## src/rtl/dpi_pkg.sv

```systemverilog
// Shared types and default geometry for the DPI window writer and its scan-driver peer.
package dpi_pkg;

  localparam int WIN_X0_DEF = 100;
  localparam int WIN_Y0_DEF = 50;
  localparam int WIN_W_DEF  = 64;
  localparam int WIN_H_DEF  = 32;
  localparam int BPC_DEF    = 4;

  localparam int XW = $clog2(WIN_W_DEF);
  localparam int YW = $clog2(WIN_H_DEF);
  localparam int AW = 1 + YW + XW;
  localparam int DW = 3 * BPC_DEF;

  localparam logic [7:0] DROP_MAX = 8'hFF;

  typedef enum logic [2:0] {
    IDLE,
    ARMED,
    CAPTURE,
    FLUSH,
    WAIT_ACK,
    WAIT_REL
  } state_t;

  function automatic logic [7:0] sat_inc(input logic [7:0] v);
    return (v == DROP_MAX) ? v : v + 8'd1;
  endfunction

endpackage

```

## src/rtl/sync_2ff.sv

```systemverilog
// Single-bit two-flop synchroniser with asynchronous active-high reset to 0.
module sync_2ff (
  input  logic clk,
  input  logic rst,
  input  logic d,
  output logic q
);

  logic meta;

  always_ff @(posedge clk or posedge rst) begin
    if (rst) begin
      meta <= 1'b0;
      q    <= 1'b0;
    end else begin
      meta <= d;
      q    <= meta;
    end
  end

endmodule

```

## src/rtl/dpi_window_writer.sv

```systemverilog
// Crops a fixed window from the DPI pixel stream into a double-buffered frame RAM
// and hands completed frames to the scan driver with a four-phase bank swap.
module dpi_window_writer
  import dpi_pkg::*;
#(
  parameter int WIN_X0 = WIN_X0_DEF,
  parameter int WIN_Y0 = WIN_Y0_DEF,
  parameter int WIN_W  = WIN_W_DEF,
  parameter int WIN_H  = WIN_H_DEF,
  parameter int BPC    = BPC_DEF,
  localparam int XB    = $clog2(WIN_W),
  localparam int YB    = $clog2(WIN_H),
  localparam int AB    = 1 + YB + XB,
  localparam int DB    = 3 * BPC
) (
  input  logic          PCLK,
  input  logic          RESET,
  input  logic          VSYNC,
  input  logic          PIX_VALID,
  input  logic [10:0]   PIX_X,
  input  logic [9:0]    PIX_Y,
  input  logic [7:0]    PIX_R,
  input  logic [7:0]    PIX_G,
  input  logic [7:0]    PIX_B,
  input  logic          BUF_TAKEN,
  output logic          WR_EN,
  output logic [AB-1:0] WR_ADDR,
  output logic [DB-1:0] WR_DATA,
  output logic          WR_BANK,
  output logic          BUF_READY,
  output logic [7:0]    DROP_CNT
);

  state_t        state;
  logic          vsync_q;
  logic          last_q;
  logic          taken_sync;
  logic [11:0]   dx;
  logic [11:0]   dy;
  logic [XB-1:0] x_rel;
  logic [YB-1:0] y_rel;
  logic          in_win;
  logic          pix_ok;
  logic          vsync_rise;
  logic          drop_inc;

  sync_2ff u_taken_sync (
    .clk (PCLK),
    .rst (RESET),
    .d   (BUF_TAKEN),
    .q   (taken_sync)
  );

  // Left/above-window coordinates wrap to large values and fail the compare.
  always_comb begin
    dx         = {1'b0, PIX_X} - 12'(WIN_X0);
    dy         = {2'b0, PIX_Y} - 12'(WIN_Y0);
    x_rel      = dx[XB-1:0];
    y_rel      = dy[YB-1:0];
    in_win     = (dx < 12'(WIN_W)) && (dy < 12'(WIN_H));
    pix_ok     = PIX_VALID && !VSYNC && in_win;
    vsync_rise = VSYNC && !vsync_q;
    drop_inc   = 1'b0;
    case (state)
      CAPTURE:                   drop_inc = last_q ? vsync_rise : VSYNC;
      FLUSH, WAIT_ACK, WAIT_REL: drop_inc = vsync_rise;
      default:                   drop_inc = 1'b0;
    endcase
  end

  // NOTE: all state here is updated with non-blocking assignments so every
  // flop samples pre-edge values regardless of statement order.
  always_ff @(posedge PCLK or posedge RESET) begin
    if (RESET) begin
      state     <= IDLE;
      vsync_q   <= 1'b0;
      last_q    <= 1'b0;
      WR_EN     <= 1'b0;
      WR_ADDR   <= '0;
      WR_DATA   <= '0;
      WR_BANK   <= 1'b0;
      BUF_READY <= 1'b0;
      DROP_CNT  <= '0;
    end else begin
      vsync_q <= VSYNC;
      WR_EN   <= 1'b0;
      if (drop_inc) DROP_CNT <= sat_inc(DROP_CNT);

      case (state)
        IDLE:  if (VSYNC)  state <= ARMED;
        ARMED: if (!VSYNC) state <= CAPTURE;
        CAPTURE: begin
          // last_q holds CAPTURE one extra cycle so the final write commits first.
          if (last_q) begin
            last_q <= 1'b0;
            state  <= FLUSH;
          end else if (VSYNC) begin
            state <= ARMED;
          end else if (pix_ok) begin
            WR_EN   <= 1'b1;
            WR_ADDR <= {WR_BANK, y_rel, x_rel};
            WR_DATA <= {PIX_R[7-:BPC], PIX_G[7-:BPC], PIX_B[7-:BPC]};
            last_q  <= (&x_rel) && (&y_rel);
          end
        end
        FLUSH: begin
          BUF_READY <= 1'b1;
          state     <= WAIT_ACK;
        end
        WAIT_ACK: if (taken_sync) begin
          WR_BANK   <= ~WR_BANK;
          BUF_READY <= 1'b0;
          state     <= WAIT_REL;
        end
        WAIT_REL: if (!taken_sync) state <= IDLE;
        default:  state <= IDLE;
      endcase
    end
  end

endmodule

```

## config.mk

```make
export PLATFORM = sky130hd
export DESIGN_NAME = dpi_window_writer
export DESIGN_NICKNAME = d
export VERILOG_FILES = /design/src/rtl/dpi_pkg.sv /design/src/rtl/sync_2ff.sv /design/src/rtl/dpi_window_writer.sv
export SDC_FILE = /design/constraint.sdc
export NUM_CORES = 1
export LEC_CHECK = 0
export BUFFER_PORTS_ARGS = -buffer_cell sky130_fd_sc_hd__buf_2
export CORE_AREA = 8 8 72 74
export DETAILED_ROUTE_END_ITERATION = 6
export DIE_AREA = 0 0 80 82
export PLACE_DENSITY = 0.81
export SLEW_MARGIN = 20
export SYNTH_ARGS = -nofsm -noshare
export SYNTH_HDL_FRONTEND = slang
export SYNTH_HIERARCHICAL = 1
export SYNTH_SLANG_ARGS = --single-unit
```

## constraint.sdc

```tcl
create_clock -name PCLK -period 3.93 [get_ports PCLK]
set_input_delay 1.179 -clock PCLK [delete_from_list [all_inputs] [get_ports PCLK]]
set_output_delay 1.179 -clock PCLK [all_outputs]
set_load 0.005 [all_outputs]
```

==> results of run 1 <==
-- power groups by stage --
stage | Sequential, mW | Clock (mW) | Combinational, mW
final | 0.537 | 0.251 | 0.190
after global placement | 0.541 | 0 | 0.187
after CTS | 0.535 | 0.262 | 0.195
after global routing | 0.544 | 0.285 | 0.218
after floorplan | 0.527 | 0 | 0.124
after detailed placement | 0.544 | 0 | 0.194
-- worst paths after layout --
| check | to | cells past startpoint | start | slack (ns) |
|---|---|---|---|---|
| worst max-delay path | WR_DATA[1]$_DFFE_PP0P_ | 8 | PIX_Y[1] | 0.97 |
| worst min-delay path | u_taken_sync/q$_DFF_PP0_ | 0 | u_taken_sync/meta$_DFF_PP0_ | 0.36 |
| worst max register to register | WR_DATA[1]$_DFFE_PP0P_ | 5 | last_q$_DFFE_PP0P_ | 1.76 |
| worst min register to register | u_taken_sync/q$_DFF_PP0_ | 0 | u_taken_sync/meta$_DFF_PP0_ | 0.36 |
| max in group asynchronous | WR_DATA[6]$_DFFE_PP0P_ | 3 | RESET | 2.10 |
| min in group asynchronous | u_taken_sync/q$_DFF_PP0_ | 2 | RESET | 0.74 |
-- per-layer routing --
layer / global-route usage [%] / share of wire (%) / vias to the layer above / wire length, um
met3: 6.02 / 9.1 / 6 / 382
met1: 15.8 / 42 / 653 / 1750
li1: - / - / 690 / -
met5: 0 / 0 / - / 0
met2: 22.0 / 48 / 48 / 2010
met4: 4.91 / 1.2 / 0 / 51
-- placed cells by master, fill, tap and decap left out, types with 2 or more instances in the layout --
cell / Yosys / final
mux2_4: 17 / 17
clkbuf_1: 1 / 2
nand4_1: 3 / 3
nand3_1: 3 / 3
o21ai_0: 7 / 7
nand2_1: 5 / 5
xnor2_1: 5 / 5
mux2_2: 6 / 6
and4_1: 3 / 3
a21oi_1: 2 / 2
inv_1: 13 / 13
clkbuf_8: 0 / 5
nor3_1: 6 / 6
o31ai_1: 2 / 2
buf_2: 0 / 72
dfrtp_1: 42 / 42
ha_1: 3 / 3
nor2_1: 9 / 9
nor2b_1: 2 / 2
mux2i_1: 2 / 2
xor2_1: 11 / 11
nand2b_1: 2 / 2
-- synthesized netlist by cell type --
cell type  instances  area [um2]
a21oi_1            2        10.0
and2_1             1        6.26
and4_1             3        26.3
buf_6              2        22.5
clkbuf_1           1        3.75
dfrtp_1           42        1050
ha_1               3        37.5
inv_1             13        48.8
mux2_2             6        67.6
mux2_4            17         255
mux2i_1            2        20.0
nand2_1            5        18.8
nand2b_1           2        12.5
nand3_1            3        15.0
nand3b_1           1        7.51
nand4_1            3        18.8
nand4_4            1        21.3
nor2_1             9        33.8
nor2b_1            2        12.5
nor3_1             6        30.0
nor4_4             1        21.3
nor4b_1            1        8.76
nor4b_2            1        15.0
o21ai_0            7        35.0
o2bb2ai_1          1        8.76
o31ai_1            2        15.0
o41ai_1            1        8.76
or3_1              1        6.26
xnor2_1            5        43.8
xor2_1            11        96.3
-- per-stage QoR --
step	instances	cell area (um2)	util [%]
after floorplan	155	1980	-
after global placement	277	2380	57.5
after detailed placement	277	2380	57.5
after CTS	284	2460	59.4
after global routing	284	2460	59.4
final	284	2460	59.4
-- final cells by class --
class                           count  area [um2]  share of cell area [%]
Clock buffer                        7        76.3                    3.10
Sequential cell                    42        1050                    42.7
Timing Repair Buffer               73         368                    14.9
Tap cell                           52        65.1                    2.64
Multi-Input combinational cell     97         852                    34.6
Inverter                           13        48.8                    1.98
-- registers in the layout (all words and copies together), names as in the netlist --
signal,flops
last_q,1
WR_ADDR,12
WR_DATA,12
DROP_CNT,8
u_taken_sync/q,1
vsync_q,1
state,3
BUF_READY,1
WR_BANK,1
u_taken_sync/meta,1
WR_EN,1
-- cells by family after synthesis --
logic type,Yosys count,share of synthesized area (%)
fa+ha+maj,3,1.90
flops,42,53.1
simple gates,40,12.8
xor+xnor,16,7.08
buf+inv,16,3.79
mux,25,17.3
compound gates,13,3.92
-- critical path, delay by kind of cell --
family                     cells  cell delay [ns]
and+or+nand+nor                1             0.51
muxes                          1             0.48
xor gates and xnor gates       1             0.30
buffers and inverters          3             0.24
adders and majority gates      1             0.19
AOI/OAI and AO/OA              1             0.19
==> impl_metrics.tcl, run 1 <==
set metrics [dict create \
    status "finished clean" \
    ios 85 \
    route.detailed.drc 0 \
    clock_latency_ns 0.28 \
    fill_cells 364 \
    worstPathMaxFanout 25 \
    crit_top_cell "inv_1" \
    clk_root_buffer_cell "clkbuf_8" \
    ys_seq_area_share_pct 53.1 \
    tightest_slew_ns 0.847 \
    synth_warnings 6 \
    grt_max_degree 26 \
    place_hpwl_um 3320 \
    cts-htree-levels 2 \
    cpMaxStageDelayCell "nand4_4" \
    post_cts.repair.setup_buffers 0 \
    rsz0062_at_grt "false" \
    period_minus_slack_ns 2.96 \
    drt_wl_total_um 4190 \
    drt-pass1-iter-count 4 \
    die_w_um 80 \
    period_share_pct 75.2 \
    max_stage_delay_ns 0.51 \
    crit_type "primary input to flop" \
    worstHoldPathType "flop to flop" \
    cts_tree "done" \
    area_growth_pct 24.4 \
    finalHoldViolCount 0 \
    leakagePower_nw 1.40 \
    power_frac_seq_pct 54.9 \
    cellPowerDensity_nw_per_um2 397 \
    grt_pass1_vias 1502 \
    antenna_found_initial 0 \
    cts_hold_buf 0 \
    place_congestion 0.844 \
    clock_path_buffers 2 \
    arrival_ns 3.12 \
    grt_pass1_wl_um 6880 \
    max_freq_mhz 338 \
    endpoint_kind "flop" \
    p_int_mw 0.693 \
    crit_chain "buf_2 > inv_1 > ha_1 > inv_1 > o21ai_0 > xor2_1 > nand4_4 > mux2_4" \
    drive_gt1_share_pct 44.8 \
    pwr-share-comb_pct 19.5 \
    p_clk_share_pct 25.7 \
    vias_per_cell 4.92 \
    initial_core_util_pct 47.7 \
    coreArea_um2 4140 \
    netlist_area_um2 1980 \
    slew_headroom_pct 43.5 \
    path_clk_slew_ns 0.07 \
    syn_nets 208 \
    grt_overflow 0 \
    syn-instance-count 155 \
    ir_drop_mv 0.166 \
    numCtsBuffers 5 \
    syn_area_per_cell_um2 12.8 \
    tns_ns 0 \
    dp_slack_ns 0.640 \
    cts_resized 0 \
    ys_ff_latch 42 \
    setup_viol_count_final 0 \
    antennaDiodeCount 0 \
    nNetsFinal 285 \
    cp_data_required_time_ns 4.09 \
    whs_ns 0.361 \
    total_power_mw 0.978 \
    p_sw_mw 0.285 \
    drv_slew 0 \
    critPathLaunchType "primary input" \
    port_buffers 72 \
    die_h_um 82 \
    core.rowCount 24 \
    synth.distinct_cells 30 \
    clock_sinks 42 \
    grt_use_total_pct 13.6 \
    dieArea_um2 6560 \
    vias 1397 \
    layout_setup_ws_ns 0.973 \
    switching_share_pct 29.1 \
    dr.first_iter.drc_count 59 \
    wl_per_cell_um 14.8 \
    cap_viol_max_count 0 \
    ant_nets 0 \
    fin_skew_ns 0.00318 \
]
(Power assumes the default switching activity.)
==> inputs of run 2 (changes only) <==
--- a/config.mk
+++ b/config.mk
@@ -6,10 +6,10 @@
 export NUM_CORES = 1
 export LEC_CHECK = 0
 export BUFFER_PORTS_ARGS = -buffer_cell sky130_fd_sc_hd__buf_2
-export CORE_AREA = 8 8 72 74
+export CORE_AREA = 8 8 78 80
 export DETAILED_ROUTE_END_ITERATION = 6
-export DIE_AREA = 0 0 80 82
-export PLACE_DENSITY = 0.81
+export DIE_AREA = 0 0 86 88
+export PLACE_DENSITY = 0.72
 export SLEW_MARGIN = 20
 export SYNTH_ARGS = -nofsm -noshare
 export SYNTH_HDL_FRONTEND = slang
==> constraint.sdc (replaced) <==
create_clock -name PCLK -period 2.48 [get_ports PCLK]
set_input_delay 0.744 -clock PCLK [delete_from_list [all_inputs] [get_ports PCLK]]
set_output_delay 0.744 -clock PCLK [all_outputs]
set_load 0.005 [all_outputs]
==> impl_metrics.tcl, run 2 (synthesis gave the netlist of run 1 again) <==
set metrics [dict create \
    cpMaxStageDelayCell "mux2_4" \
    dr.first_iter.drc_count 37 \
    total_power_mw 1.81 \
    cp_data_required_time_ns 2.66 \
    grt_use_met2_pct 19.9 \
    max_stage_delay_ns 0.30 \
    cellPowerDensity_nw_per_um2 692 \
    fin_skew_ns 0.00773 \
    cts-htree-levels 2 \
    coreArea_um2 4910 \
    grt_max_degree 23 \
    antennaDiodeCount 0 \
    fill_cells 440 \
    vias 1401 \
    grtUsageMet3_pct 6.57 \
    crit_top_cell "inv_1" \
    finalHoldViolCount 0 \
    reg_top3 "WR_ADDR: 12 flops, WR_DATA: 12 flops, DROP_CNT: 8 flops" \
    grt_pass1_vias 1581 \
    cp_num_buf_inv 4 \
    clock_latency_ns 0.29 \
    cts_resized 0 \
    endpoint_kind "flop" \
    tns_ns 0 \
    cts_hold_buf 0 \
    setup_viol_count_final 0 \
    grt_overflow 0 \
    cap_viol_max_count 0 \
    clock_sinks 42 \
    arrival_ns 2.30 \
    post_cts.repair.setup_buffers 0 \
    drt-pass1-iter-count 4 \
    crit_type "primary input to flop" \
    port_buffers 72 \
    layout_common_cells "buf_2, dfrtp_1, mux2_4, inv_1, xor2_1" \
    die_h_um 88 \
    period_share_pct 85.7 \
    ios 85 \
    numCtsBuffers 5 \
    crit_chain "buf_2 > inv_1 > ha_1 > inv_1 > o21ai_0 > xor2_1 > nand4_4 > buf_12 > mux2_4" \
    max_freq_mhz 470 \
    status "finished clean" \
    ant_nets 0 \
    rsz0062_at_grt "false" \
    grt_use_total_pct 12.2 \
    area_growth_pct 31.9 \
    vias_per_cell 4.58 \
    worstHoldPathType "primary input to async pin" \
    drt_wl_total_um 4230 \
    path_clk_slew_ns 0.08 \
    period_minus_slack_ns 2.13 \
    initial_core_util_pct 40.3 \
    slew_headroom_pct 50.8 \
    place_congestion 0.740 \
    cp_top_family "buffers and inverters" \
    final_common_cell "buf_2" \
    nNetsFinal 288 \
    tightest_slew_ns 0.734 \
    route.detailed.drc 0 \
    core.rowCount 26 \
    cts_tree "done" \
    drive_gt1_share_pct 46.6 \
    ir_drop_mv 0.332 \
    worstPathMaxFanout 12 \
    grt-busiest-layer "met2" \
    wl_per_cell_um 13.8 \
    leakagePower_nw 1.46 \
    clock_path_buffers 2 \
    grt_pass1_wl_um 7210 \
    drv_slew 0 \
    critPathLaunchType "primary input" \
    clk_root_buffer_cell "clkbuf_8" \
    die_w_um 86 \
    grt_use_met1_pct 13.1 \
    place_hpwl_um 3300 \
    antenna_found_initial 0 \
    dieArea_um2 7570 \
]
-- run 2: metrics by stage --
step,hold slack [ns],instance area (um2),setup slack (ns),instances,utilization [%]
final,0.296,2610,0.354,306,53.1
after global routing,0.281,2610,0.230,306,53.1
after CTS,0.290,2610,0.337,306,53.1
after detailed placement,0.356,2470,0.0120,298,50.2
after global placement,0.335,2470,0.0493,298,50.2
after floorplan,0.331,1980,0.242,155,-
-- run 2: area by class of cell --
class	count	area [um2]	area share [%]
sequential	42	1050	40.3
multi-input combinational	97	852	32.6
timing repair buffer	76	428	16.4
tap	70	87.6	3.36
clock buffer	6	82.6	3.16
clock inverter	2	60.1	2.30
inverter	13	48.8	1.87
-- run 2: where the power goes --
group | switching [mW] | internal, mW
Combinational | 0.148 | 0.153
Clock | 0.232 | 0.429
Sequential | 0.0896 | 0.755
-- run 2: metal layers --
metal / wire length (um) / share of wire, % / vias to the layer above
li1: - / - / 692
met1: 1760 / 42 / 656
met2: 1980 / 47 / 48
met3: 433 / 10 / 5
met4: 51 / 1.2 / 0
met5: 0 / 0 / -
-- run 2: path summary, 6_finish.rpt --
kind	cells after the start	end	startpoint	slack, ns
min in group PCLK	0	u_taken_sync/q$_DFF_PP0_	u_taken_sync/meta$_DFF_PP0_	0.37
hold reg to reg	0	u_taken_sync/q$_DFF_PP0_	u_taken_sync/meta$_DFF_PP0_	0.37
max in group asynchronous	3	WR_DATA[1]$_DFFE_PP0P_	RESET	1.49
hold / removal	2	u_taken_sync/q$_DFF_PP0_	RESET	0.30
setup reg to reg	6	WR_DATA[8]$_DFFE_PP0P_	last_q$_DFFE_PP0P_	0.65
setup / recovery	9	WR_DATA[8]$_DFFE_PP0P_	PIX_Y[1]	0.35
==> inputs of run 3 (changes only) <==
==> constraint.sdc (replaced) <==
create_clock -name PCLK -period 2.48 [get_ports PCLK]
set_input_delay 0 -clock PCLK [delete_from_list [all_inputs] [get_ports PCLK]]
set_output_delay 0 -clock PCLK [all_outputs]
set_load 0.005 [all_outputs]
==> impl_metrics.tcl, run 3 (synthesis gave the netlist of run 1 again) <==
set metrics [dict create \
    cts-htree-levels 2 \
    cellPowerDensity_nw_per_um2 596 \
    grt_pass1_wl_um 7420 \
    drive_gt1_share_pct 42.5 \
    route.detailed.drc 0 \
    grt_pass1_vias 1624 \
    cpMaxStageDelayCell "dfrtp_1" \
    antennaDiodeCount 0 \
    status "finished clean" \
    path_clk_slew_ns 0.08 \
    area_growth_pct 36.4 \
    setup_viol_count_final 0 \
    grt_max_degree 22 \
    regToRegSetupSlack_ns 0.49 \
    endpoint_kind "flop" \
    dp_slack_ns 0.475 \
    place_congestion 0.732 \
    max_stage_delay_ns 0.41 \
    post_cts.repair.setup_buffers 0 \
    tightest_slew_ns 0.781 \
    dr.first_iter.drc_count 41 \
    cts_tree "done" \
    crit_chain "nor2_1 > nand2_1 > nor4_4 > nand4_4 > buf_12 > mux2_4" \
    ios 85 \
    clock_sinks 42 \
    finish.utilization_pct 54.9 \
    worstHoldPathType "primary input to flop" \
    holdCritStartpoint "PIX_X[2]" \
    die_w_um 86 \
    clock_path_buffers 2 \
    coreArea_um2 4910 \
    max_freq_mhz 503 \
    arrival_ns 2.16 \
    dieArea_um2 7570 \
    r2r_start "last_q$_DFFE_PP0P_" \
    period_minus_slack_ns 1.99 \
    grt_overflow 0 \
    antenna_found_initial 0 \
    reg_top3 "WR_ADDR: 12 flops, WR_DATA: 12 flops, DROP_CNT: 8 flops" \
    reg2reg_depth 6 \
    rsz0062_at_grt "false" \
    tns_ns 0 \
    drt-pass1-iter-count 4 \
    vias_per_cell 4.59 \
    clock_latency_ns 0.28 \
    drv_slew 0 \
    place_hpwl_um 3240 \
    ir_drop_mv 0.333 \
    hold_depth 3 \
    numCtsBuffers 5 \
    ant_nets 0 \
    layout_setup_ws_ns 0.491 \
    crit_type "flop to flop" \
    initial_core_util_pct 40.3 \
    worstPathMaxFanout 16 \
    critPathLaunchType "flop" \
    min_to "WR_ADDR[2]$_DFFE_PP0P_" \
    layout_common_cells "buf_2, dfrtp_1, dlygate4sd3_1, mux2_4, inv_1" \
    period_share_pct 80.2 \
    leakagePower_nw 1.49 \
    grt_use_total_pct 12.4 \
    die_h_um 88 \
    nNetsFinal 304 \
    vias 1477 \
    port_buffers 72 \
    wl_per_cell_um 13.5 \
    fin_skew_ns 0.00396 \
    final_common_cell "buf_2" \
    reg2reg_to "WR_DATA[11]$_DFFE_PP0P_" \
    slew_headroom_pct 47.6 \
    clk_root_buffer_cell "clkbuf_8" \
    finalHoldViolCount 0 \
    core.rowCount 26 \
    cap_viol_max_count 0 \
    drt_wl_total_um 4360 \
    cp_data_required_time_ns 2.65 \
]
==> run 3: final cells by class <==
type	instances	area [um2]
clock buffers	7	86.3
clock inverters	1	5.00
fillers	421	2210
inverters	13	48.8
multi-input cells	97	852
flip-flops and latches	42	1050
well taps	70	87.6
repair buffers	92	568
==> run 3: worst max path at each step <==
stage                                  start                      end  slack, ns  cells after the start
final                     last_q$_DFFE_PP0P_  WR_DATA[11]$_DFFE_PP0P_       0.49                      6
after global routing      last_q$_DFFE_PP0P_   WR_DATA[3]$_DFFE_PP0P_       0.36                      6
after CTS                 last_q$_DFFE_PP0P_   WR_DATA[4]$_DFFE_PP0P_       0.46                      6
after detailed placement  last_q$_DFFE_PP0P_   WR_DATA[8]$_DFFE_PP0P_       0.47                      6
after global placement    last_q$_DFFE_PP0P_  WR_DATA[11]$_DFFE_PP0P_       0.48                      6
after floorplan           last_q$_DFFE_PP0P_  WR_ADDR[11]$_DFFE_PP0P_       0.78                      6
==> run 3: layer usage <==
metal | GRT usage, % | up-vias | share of wire (%)
li1 | - | 726 | -
met1 | 13.8 | 688 | 43
met2 | 20.6 | 59 | 46
met3 | 6.00 | 4 | 10
met4 | 3.34 | 0 | 0.83
met5 | 0 | - | 0
==> run 3: what timing repair did <==
action	4_1_cts	5_1_grt
hold endpoints to repair	39	0
hold buffers	18	0
resized for setup	0	0
==> run 3: worst max-delay path, delay by kind of cell, from the launching register on <==
kind	cells	cell delay [ns]
and+or+nand+nor	4	0.90
DFF	1	0.41
muxes	1	0.30
buffers and inverters	1	0.26
==> run 3: power breakdown <==
group / leakage [nW] / total [mW] / internal (mW) / switching [mW]
registers: 0.553 / 0.847 / 0.755 / 0.0915
logic: 0.890 / 0.323 / 0.169 / 0.155
clock network: 0.0482 / 0.440 / 0.225 / 0.215
total: 1.49 / 1.61 / 1.15 / 0.461
==> run 3: per-stage QoR <==
step / instances / hold slack (ns) / cell area (um2) / power (mW)
CTS: 322 / 0.0532 / 2700 / 1.65
detailed placement: 296 / -0.132 / 2430 / 1.17
finish: 322 / 0.0678 / 2700 / 1.61
floorplan: 155 / -0.259 / 1980 / 1.03
global placement: 296 / -0.131 / 2430 / 1.16
global route: 322 / 0.0701 / 2700 / 1.73
